===== src/rtl/iic_pkg.sv =====
// Shared IIC definitions: arbiter FSM states, operation type codes and
// descriptor field widths common to iic_arbiter and iic_driver.
package iic_pkg;

  localparam int P_DEV_ADDR_W = 7;
  localparam int P_MEM_ADDR_W = 16;
  localparam int P_LEN_W      = 8;
  localparam int P_DATA_W     = 8;

  localparam logic P_WRITE = 1'b0;
  localparam logic P_READ  = 1'b1;

  typedef enum logic [2:0] {
    ST_IDLE,
    ST_ISSUE,
    ST_WAIT_LOW,
    ST_BUSY,
    ST_DONE
  } arb_state_t;

endpackage


===== src/rtl/iic_rr_pick.sv =====
// Combinational requester pick: first valid at or after the pointer, wrapping.
// With IIC_ARB_FIXED_PRIO_EN defined the search always starts at index 0.
module iic_rr_pick
  import iic_pkg::*;
#(
  parameter int P_CLIENTS = 2,
  parameter int P_IDX_W   = 3
) (
  input  logic [P_CLIENTS-1:0] i_valid,
  input  logic [P_IDX_W-1:0]   i_ptr,
  output logic [P_IDX_W-1:0]   o_winner,
  output logic                 o_any_valid
);

  int start_idx;
  int cand_idx;

  always_comb begin
    o_winner    = '0;
    o_any_valid = 1'b0;
`ifdef IIC_ARB_FIXED_PRIO_EN
    start_idx   = 0;
`else
    start_idx   = int'(i_ptr);
`endif
    cand_idx    = 0;
    // Visit candidates in priority order; the first valid one sticks.
    for (int i = 0; i < P_CLIENTS; i++) begin
      cand_idx = start_idx + i;
      if (cand_idx >= P_CLIENTS) cand_idx = cand_idx - P_CLIENTS;
      for (int k = 0; k < P_CLIENTS; k++) begin
        if (!o_any_valid && (cand_idx == k) && i_valid[k]) begin
          o_winner    = P_IDX_W'(k);
          o_any_valid = 1'b1;
        end
      end
    end
  end

endmodule


===== src/rtl/iic_arbiter.sv =====
// Shares one iic_driver between P_CLIENTS requesters, holding the grant for a
// whole transaction. Define IIC_ARB_FIXED_PRIO_EN for fixed lowest-index priority.
module iic_arbiter
  import iic_pkg::*;
#(
  parameter int P_CLIENTS = 2,
  parameter int P_IDX_W   = 3
) (
  input  logic                            i_clk,
  input  logic                            i_rst,
  input  logic [P_DEV_ADDR_W*P_CLIENTS-1:0] i_req_driver_addr,
  input  logic [P_MEM_ADDR_W*P_CLIENTS-1:0] i_req_operation_addr,
  input  logic [P_LEN_W*P_CLIENTS-1:0]    i_req_operation_len,
  input  logic [P_CLIENTS-1:0]            i_req_operation_type,
  input  logic [P_CLIENTS-1:0]            i_req_operation_valid,
  output logic [P_CLIENTS-1:0]            o_req_operation_ready,
  input  logic [P_DATA_W*P_CLIENTS-1:0]   i_req_write_data,
  output logic [P_CLIENTS-1:0]            o_req_write_req,
  output logic [P_DATA_W-1:0]             o_req_read_data,
  output logic [P_CLIENTS-1:0]            o_req_read_valid,
  output logic [P_CLIENTS-1:0]            o_req_done,
  output logic [P_DEV_ADDR_W-1:0]         o_drv_driver_addr,
  output logic [P_MEM_ADDR_W-1:0]         o_drv_operation_addr,
  output logic [P_LEN_W-1:0]              o_drv_operation_len,
  output logic                            o_drv_operation_type,
  output logic                            o_drv_operation_valid,
  input  logic                            i_drv_operation_ready,
  output logic [P_DATA_W-1:0]             o_drv_write_data,
  input  logic                            i_drv_write_req,
  input  logic [P_DATA_W-1:0]             i_drv_read_data,
  input  logic                            i_drv_read_valid
);

  arb_state_t                state_q, state_d;
  logic [P_IDX_W-1:0]        grant_q, grant_d;
  logic [P_IDX_W-1:0]        ptr_q, ptr_d;
  logic [P_DEV_ADDR_W-1:0]   dev_addr_q, dev_addr_d;
  logic [P_MEM_ADDR_W-1:0]   mem_addr_q, mem_addr_d;
  logic [P_LEN_W-1:0]        len_q, len_d;
  logic                      type_q, type_d;
  logic [P_CLIENTS-1:0]      done_q, done_d;

  logic [P_IDX_W-1:0]        winner;
  logic                      any_valid;
  logic [P_DEV_ADDR_W-1:0]   sel_dev_addr;
  logic [P_MEM_ADDR_W-1:0]   sel_mem_addr;
  logic [P_LEN_W-1:0]        sel_len;
  logic                      sel_type;
  logic [P_DATA_W-1:0]       sel_wr_data;
  logic                      active;

  iic_rr_pick #(
    .P_CLIENTS (P_CLIENTS),
    .P_IDX_W   (P_IDX_W)
  ) u_pick (
    .i_valid     (i_req_operation_valid),
    .i_ptr       (ptr_q),
    .o_winner    (winner),
    .o_any_valid (any_valid)
  );

  always_comb begin
    sel_dev_addr = '0;
    sel_mem_addr = '0;
    sel_len      = '0;
    sel_type     = 1'b0;
    sel_wr_data  = '0;
    for (int k = 0; k < P_CLIENTS; k++) begin
      if (winner == P_IDX_W'(k)) begin
        sel_dev_addr = i_req_driver_addr[k*P_DEV_ADDR_W +: P_DEV_ADDR_W];
        sel_mem_addr = i_req_operation_addr[k*P_MEM_ADDR_W +: P_MEM_ADDR_W];
        sel_len      = i_req_operation_len[k*P_LEN_W +: P_LEN_W];
        sel_type     = i_req_operation_type[k];
      end
      if (grant_q == P_IDX_W'(k)) begin
        sel_wr_data = i_req_write_data[k*P_DATA_W +: P_DATA_W];
      end
    end
  end

  always_comb begin
    state_d               = state_q;
    grant_d               = grant_q;
    ptr_d                 = ptr_q;
    dev_addr_d            = dev_addr_q;
    mem_addr_d            = mem_addr_q;
    len_d                 = len_q;
    type_d                = type_q;
    done_d                = '0;
    o_req_operation_ready = '0;
    o_drv_operation_valid = 1'b0;
    unique case (state_q)
      ST_IDLE: begin
        // Only grant when the driver can take the operation right away.
        if (i_drv_operation_ready && any_valid) begin
          for (int k = 0; k < P_CLIENTS; k++) begin
            o_req_operation_ready[k] = (winner == P_IDX_W'(k));
          end
          grant_d    = winner;
          dev_addr_d = sel_dev_addr;
          mem_addr_d = sel_mem_addr;
          len_d      = sel_len;
          type_d     = sel_type;
          state_d    = (sel_len == '0) ? ST_DONE : ST_ISSUE;
        end
      end
      ST_ISSUE: begin
        o_drv_operation_valid = 1'b1;
        if (i_drv_operation_ready) state_d = ST_WAIT_LOW;
      end
      ST_WAIT_LOW: begin
        if (!i_drv_operation_ready) state_d = ST_BUSY;
      end
      ST_BUSY: begin
        if (i_drv_operation_ready) state_d = ST_DONE;
      end
      ST_DONE: begin
        for (int k = 0; k < P_CLIENTS; k++) begin
          done_d[k] = (grant_q == P_IDX_W'(k));
        end
`ifdef IIC_ARB_FIXED_PRIO_EN
        ptr_d = '0;
`else
        ptr_d = (grant_q == P_IDX_W'(P_CLIENTS - 1)) ? '0 : grant_q + 1'b1;
`endif
        state_d = ST_IDLE;
      end
      default: state_d = ST_IDLE;
    endcase
  end

  // Driver strobes only reach the granted client while a grant is held.
  always_comb begin
    active           = (state_q != ST_IDLE);
    o_req_write_req  = '0;
    o_req_read_valid = '0;
    for (int k = 0; k < P_CLIENTS; k++) begin
      o_req_write_req[k]  = i_drv_write_req  && active && (grant_q == P_IDX_W'(k));
      o_req_read_valid[k] = i_drv_read_valid && active && (grant_q == P_IDX_W'(k));
    end
    o_drv_write_data = active ? sel_wr_data : '0;
    o_req_read_data  = active ? i_drv_read_data : '0;
  end

  assign o_drv_driver_addr    = dev_addr_q;
  assign o_drv_operation_addr = mem_addr_q;
  assign o_drv_operation_len  = len_q;
  assign o_drv_operation_type = type_q;
  assign o_req_done           = done_q;

  always_ff @(posedge i_clk or posedge i_rst) begin
    if (i_rst) begin
      state_q    <= ST_IDLE;
      grant_q    <= '0;
      ptr_q      <= '0;
      dev_addr_q <= '0;
      mem_addr_q <= '0;
      len_q      <= '0;
      type_q     <= 1'b0;
      done_q     <= '0;
    end else begin
      state_q    <= state_d;
      grant_q    <= grant_d;
      ptr_q      <= ptr_d;
      dev_addr_q <= dev_addr_d;
      mem_addr_q <= mem_addr_d;
      len_q      <= len_d;
      type_q     <= type_d;
      done_q     <= done_d;
    end
  end

endmodule

===== config.mk =====
export PLATFORM = sky130hd
export DESIGN_NAME = iic_arbiter
export DESIGN_NICKNAME = d
export VERILOG_FILES = /design/src/rtl/iic_pkg.sv /design/src/rtl/iic_rr_pick.sv /design/src/rtl/iic_arbiter.sv
export SDC_FILE = /design/constraint.sdc
export NUM_CORES = 1
export LEC_CHECK = 0
export CAP_MARGIN = 20
export CORE_ASPECT_RATIO = 0.8
export CORE_MARGIN = 1
export CORE_UTILIZATION = 25
export DETAILED_ROUTE_END_ITERATION = 8
export PLACE_DENSITY = 0.64
export SETUP_SLACK_MARGIN = 0.02
export SYNTH_ARGS = -nofsm -noshare
export SYNTH_HDL_FRONTEND = slang
export SYNTH_SLANG_ARGS = --single-unit

===== constraint.sdc =====
create_clock -name i_clk -period 2.1 [get_ports i_clk]
set_clock_uncertainty 0.15 [all_clocks]
set_input_delay 0.525 -clock i_clk [delete_from_list [all_inputs] [get_ports i_clk]]
set_output_delay 0.525 -clock i_clk [all_outputs]
set_load 0.03 [all_outputs]

# == Word level (Yosys, flattened, before mapping) ==
# Cells that the tools add are included.
# totals
wordCells,84
out_inout_bits,57
input_bits,95
reg_bits,43
# op_classes
magnitude_cmp,2
n_addsub,4
mux,32
reduce_logical,26
n_eq_ne,12
# op_table
cell,count
32-bit by 2-bit == test with 1-bit output (second input constant),2
32-bit logical NOT,2
32-bit 2-to-1 mux,2
8-bit 2-to-1 mux,6
32-bit by 3-bit >= comparator with 1-bit output (second input constant),1
16-bit 2-to-1 mux,2
32-bit by 3-bit subtractor with 32-bit output (second input constant),1
3-bit 2-to-1 mux,6
1-bit logical AND,14
7-bit 2-to-1 mux,2
3-bit case mux with 4 select lines,1
1-bit 2-to-1 mux,10
3-bit by 1-bit == test with 1-bit output (second input constant),3
3-bit logical NOT,3
8-bit logical NOT,1
2-bit != test (second input constant),4
3-bit by 2-bit == test with 1-bit output (second input constant),2
2-bit 2-to-1 mux,3
3-bit by 1-bit adder with 4-bit output (second input constant),1
4-bit AND reduction,1
3-bit by 2-bit subtractor with 4-bit output (second input constant),1
3-bit by 1-bit adder with 3-bit output (second input constant),1
3-bit == test (second input constant),1
3-bit by 2-bit >= comparator with 1-bit output (second input constant),1
3 further kinds,5

# == Depth between registers and ports, before layout ==
# depth
ltp_word,24
mapped_depth,6
depth_no_buf,4

# == By module ==
# Synthesis repeated with hierarchy kept, for this count alone.
# hier_totals
hier_cells,269
hier_area_um2,2648.8
# by_module_without_submodules
module,seq_area_each_um2,n_inst,area_per_inst_um2,cells_each
iic_arbiter,1076.0,1,2378.5,235
iic_rr_pick,0.0,1,270.3,34

# == Worst setup path after synthesis ==
# No wires, ideal clock.
# synth_timing
kind,flip-flop to output port
from,reg grant_q[0]
to,out o_req_read_valid[0]
setup_slack_ns,-0.051
path_buffers,2
path_stages_with_launch,4
t_required_ns,1.425
t_arrival_ns,1.476
path_cell_list,dfrtp_1 > clkbuf_1 > buf_2 > nor3b_1
# synth_between
elab_chain_cells,2
# synth_rtl
item,line_no,rtl
start: declaration,iic_arbiter.sv:35,"logic [P_IDX_W-1:0] grant_q, grant_d;"
start signal: assignment,iic_arbiter.sv:163,grant_q <= grant_d;
3-bit logical NOT,iic_arbiter.sv:139,o_req_read_valid[k] = i_drv_read_valid && active && (grant_q == P_IDX_W'(k));
1-bit logical AND,iic_arbiter.sv:139,
end: declaration,iic_arbiter.sv:20,"output logic [P_CLIENTS-1:0] o_req_read_valid,"
# No other way between the ends.

# == Worst setup path after layout ==
# layout_timing
from,reg state_q[2]
to,out o_req_read_data[6]
# layout_between
elab_chain_cells,2
# layout_rtl
item,line_no,rtl
start: declaration,iic_arbiter.sv:34,"arb_state_t state_q, state_d;"
start signal: assignment,iic_arbiter.sv:162,state_q <= state_d;
3-bit nonzero test,iic_arbiter.sv:134,active = (state_q != ST_IDLE);
8-bit 2-to-1 mux,iic_arbiter.sv:142,o_req_read_data = active ? i_drv_read_data : '0;
end: declaration,iic_arbiter.sv:19,"output logic [P_DATA_W-1:0] o_req_read_data,"
# No other way between the ends.

==> out/summary.md <==
The fraction of registers with async set/reset is 100.0%. The internal reg-to-reg setup slack was 160 ps; the overall routing resource usage was 13.65%. The worst-margin pin slew is 378.0 ps, and the CTS buffer count is 5. The area growth from synthesis to layout is 93.25%. Setup violations remaining at the end of the flow were counted as 13.

The standard cell area after detailed placement is 3695 um2. The type of the worst setup path was reg -> out. The H-tree generated during clock tree synthesis spans 2 levels. The complex-gate fraction of the synthesized area is 10.44%. The tree is rooted in a clkbuf_8. The worst-case reg-to-reg path depth came out at 8. After detailed routing, the number of remaining DRC violations is 0. Input and output buffers added on the ports amount to 151. The tools report the count of mapped cells out of synthesis as 207. For the antenna diode count, the log shows 0. Of the total synthesized cell area, the portion taken by XOR and XNOR cells is 0.4297%. The Yosys warning count is 0. Of all cell types, the one taking the most synthesized area is dfrtp_1.

Summed over all failing endpoints, the final setup total negative slack is -514.8 ps. The number of enable-type register cells in the synthesized netlist came out at 0. After detailed routing, the total wire length is 6167 um. Worst min-delay path startpoint: o_drv_operation_len[5]. The x dimension of the die is 103.0 um, and the mean cell area of the mapped netlist is 9.846 um2. The clock-pin slew of the registers on the worst-case setup and hold paths came out at 80 ps.

Of the total synthesized cell area, the portion taken by AND, OR, NAND and NOR gates is 16.39%. For the number of clock sinks seen by CTS, the log shows 39. The run gives 2 as the largest buffer count on any clock path.

The netlist uses 26 different library cells. Sorting the synthesized cells by area gives the leading types as dfrtp_1 48%, mux2i_1 20%, o21ai_1 8.1%, nand2_1 6.6%, nor2b_1 2.5%. The number of antenna violations at the first check in global routing came out at 0.

The vertical die dimension was 82.76 um. The top cell types in the final layout, fill and taps aside, are 125 x clkdlybuf4s50_1, 41 x mux2i_1, 38 x dfrtp_1, 36 x nand2_1, 32 x o21ai_1. The number of instances on the worst hold path is 2. For this run, the leading register cell type out of synthesis is dfrtp_1.

TritonCTS built the clock tree. STA classifies the critical path endpoint as an output port. The logs give 4708 um for the detailed placement HPWL and 8811 um for the wire length of the first global-routing pass.

The number of nets in the layout was 467. The post-layout worst setup margin is -60.86 ps, and the reported leakage power is 0.001834 uW. Counting the fill cells in the layout gives 779. Routability-driven placement finished with a final weighted congestion of 0.7257. The run gives 280 ps as the insertion delay to the later sink of the worst-skew pair. The cell area that synthesis handed to floorplanning was 2038 um2. When the netlist entered floorplanning its net count stood at 302.

The final-report hold violation count was 0. After detailed routing, the number of vias per cell comes to 4.231. The worst path in the final design needs a cycle of 2161 ps, including I/O delays and setup. Measured against its own limit, the worst slew margin works out to 74.57%. The flow ran to the end, but the final reports show violations. For the number of buffers inserted by hold repair at cts, the log shows 0. The path with the worst hold slack has its endpoint at o_drv_operation_len[5]. The number of max-slew violations in the final report was 0. The pin count of the biggest net entering global routing is 40, and the count of maximum capacitance violations is 0.

The adder-cell area share of the yosys netlist is 0%. Sequential elements use 47.88% of the synthesized area. At the worst endpoint, the required time is 1420 ps. The run gives 7910 um2 as the standard cell core area.

The post-route antenna net violation count was 0; the top fanout value on the critical path was 5. The worst path uses 102.9% of the clock period. The worst register-to-register path begins at state_q[2].

IR analysis of the VDD net gives a maximum drop of 0.4998 mV. After routing the design area is 3939 um2. The run gives 25.77% as the starting density of the core. Leaving out fill and tap cells, the most frequent cell in the layout is clkdlybuf4s50_1. The power density over cell area was 1314 nW/um2. The cell row count is 29, and the leftover overflow at the end of global routing is 0. The checks that failed: setup timing. In the final routed layout, each cell accounts on average for 12.82 um. For this block, the initial DRC count from the detailed router was 29.

STA puts the critical path data arrival time at 1490 ps. After synthesis, the largest family of logic cells by area is multiplexers. The final route contains 2,035 vias. Timing would allow up to 0.4628 GHz. 152 I/O pins were placed. The endpoint identified for the worst register-to-register timing path is o_drv_operation_addr[2]. Setup repair after global routing could not meet its margin everywhere. Of the post-synthesis cell area, the part taken by muxes is 20.14%. The flip-flop and latch count after synthesis works out to 39.

The die covers 8520 um2. The worst hold path belongs to the class reg -> reg. STA classifies the critical path startpoint as a flip-flop.

The tools report the detailed-router iteration count before antenna repair as 2. The share of synthesized area in the top cell type comes to 47.88%. In the final layout, the share of cells above drive strength 1 is 16.89%. For the number of global-route vias before repair, the log shows 1,855.
## cells by family (layout without fill, tap and decap cells)
| family | count (synthesis) | after routing |
|---|---|---|
| compound gates | 39 | 39 |
| xor+xnor | 1 | 1 |
| buf+inv | 17 | 183 |
| flops | 39 | 39 |
| mux | 41 | 41 |
| simple gates | 70 | 70 |
## cells in the mapped netlist (all sizes together), types with 2 or more instances
cell type and number:
and3b 2, buf 8, clkbuf 7, dfrtp 39, inv 2, mux2i 41
nand2 36, nor2 13, nor2b 8, nor3b 3, nor4 4, o21ai 33
## worst max-delay path, cell delays in order (launching register included)
cell     delay (ps)
dfrtp_1         410
nor3_4          290
buf_6           170
buf_6           130
nor2b_1          50
buf_4           160
## per-stage QoR
step	power, uW	utilization (%)	worst slack [ps]	hold slack [ps]	cells
4_1_cts	5160	49.18	-58.55	341.8	480
6_report	5177	49.79	-60.86	334.2	481
5_1_grt	5512	49.79	-140.4	364.1	481
3_5_place_dp	4359	46.71	-164.5	324.4	465
2_1_floorplan	3051	-	-50.65	312.9	207
3_3_place_gp	4318	46.71	-147.3	314.9	465
## cell type report
cell class / instances / area, um2 / area share, %
clock buffers: 6 / 82.58 / 2.097
clock inverters: 2 / 35.03 / 0.8895
inverters: 2 / 7.507 / 0.1906
multi-input cells: 151 / 1007 / 25.57
flip-flops and latches: 39 / 977.2 / 24.81
well taps: 108 / 135.1 / 3.431
repair buffers: 173 / 1694 / 43.01
## what timing repair did
| item | in CTS | in global routing |
|---|---|---|
| pin swaps | 4 | 3 |
| cloned | 1 | 0 |
| gates resized for setup | 12 | 12 |
| buffers inserted | 6 | 2 |
| setup endpoints to repair | 20 | 22 |
## how the worst max path moves through the flow
stage,slack (ps),endpoint,depth (start not counted),from
global placement,-150,o_req_operation_ready[0],4,i_drv_operation_ready
global route,-140,o_req_operation_ready[1],4,state_q[2]
CTS,-60,o_req_read_valid[0],5,state_q[0]
finish,-60,o_req_read_data[6],5,state_q[2]
detailed placement,-160,o_req_operation_ready[0],4,i_drv_operation_ready
floorplan,-50,o_req_read_valid[0],3,grant_q[0]
## flip-flops by register name (all words and copies together) (netlist names)
| register | count |
|---|---|
| ptr_q | 1 |
| state_q | 3 |
| o_req_done | 2 |
| grant_q | 1 |
| o_drv_driver_addr | 7 |
| o_drv_operation_addr | 16 |
| o_drv_operation_type | 1 |
| o_drv_operation_len | 8 |
## report_power, final
group / switching (uW) / internal [uW] / total, uW
clock network: 255 / 385 / 640
registers: 200 / 1080 / 1280
logic: 1810 / 1440 / 3260
## metal layers
metal | part of all wire [%] | GRT usage [%] | vias up
li1 | - | - | 1037
met1 | 42 | 16.61 | 936
met2 | 50 | 23.13 | 58
met3 | 6.6 | 4.798 | 4
met4 | 0.60 | 3.380 | 0
met5 | 0 | 0 | -
Power figures use the tool's default switching activity.
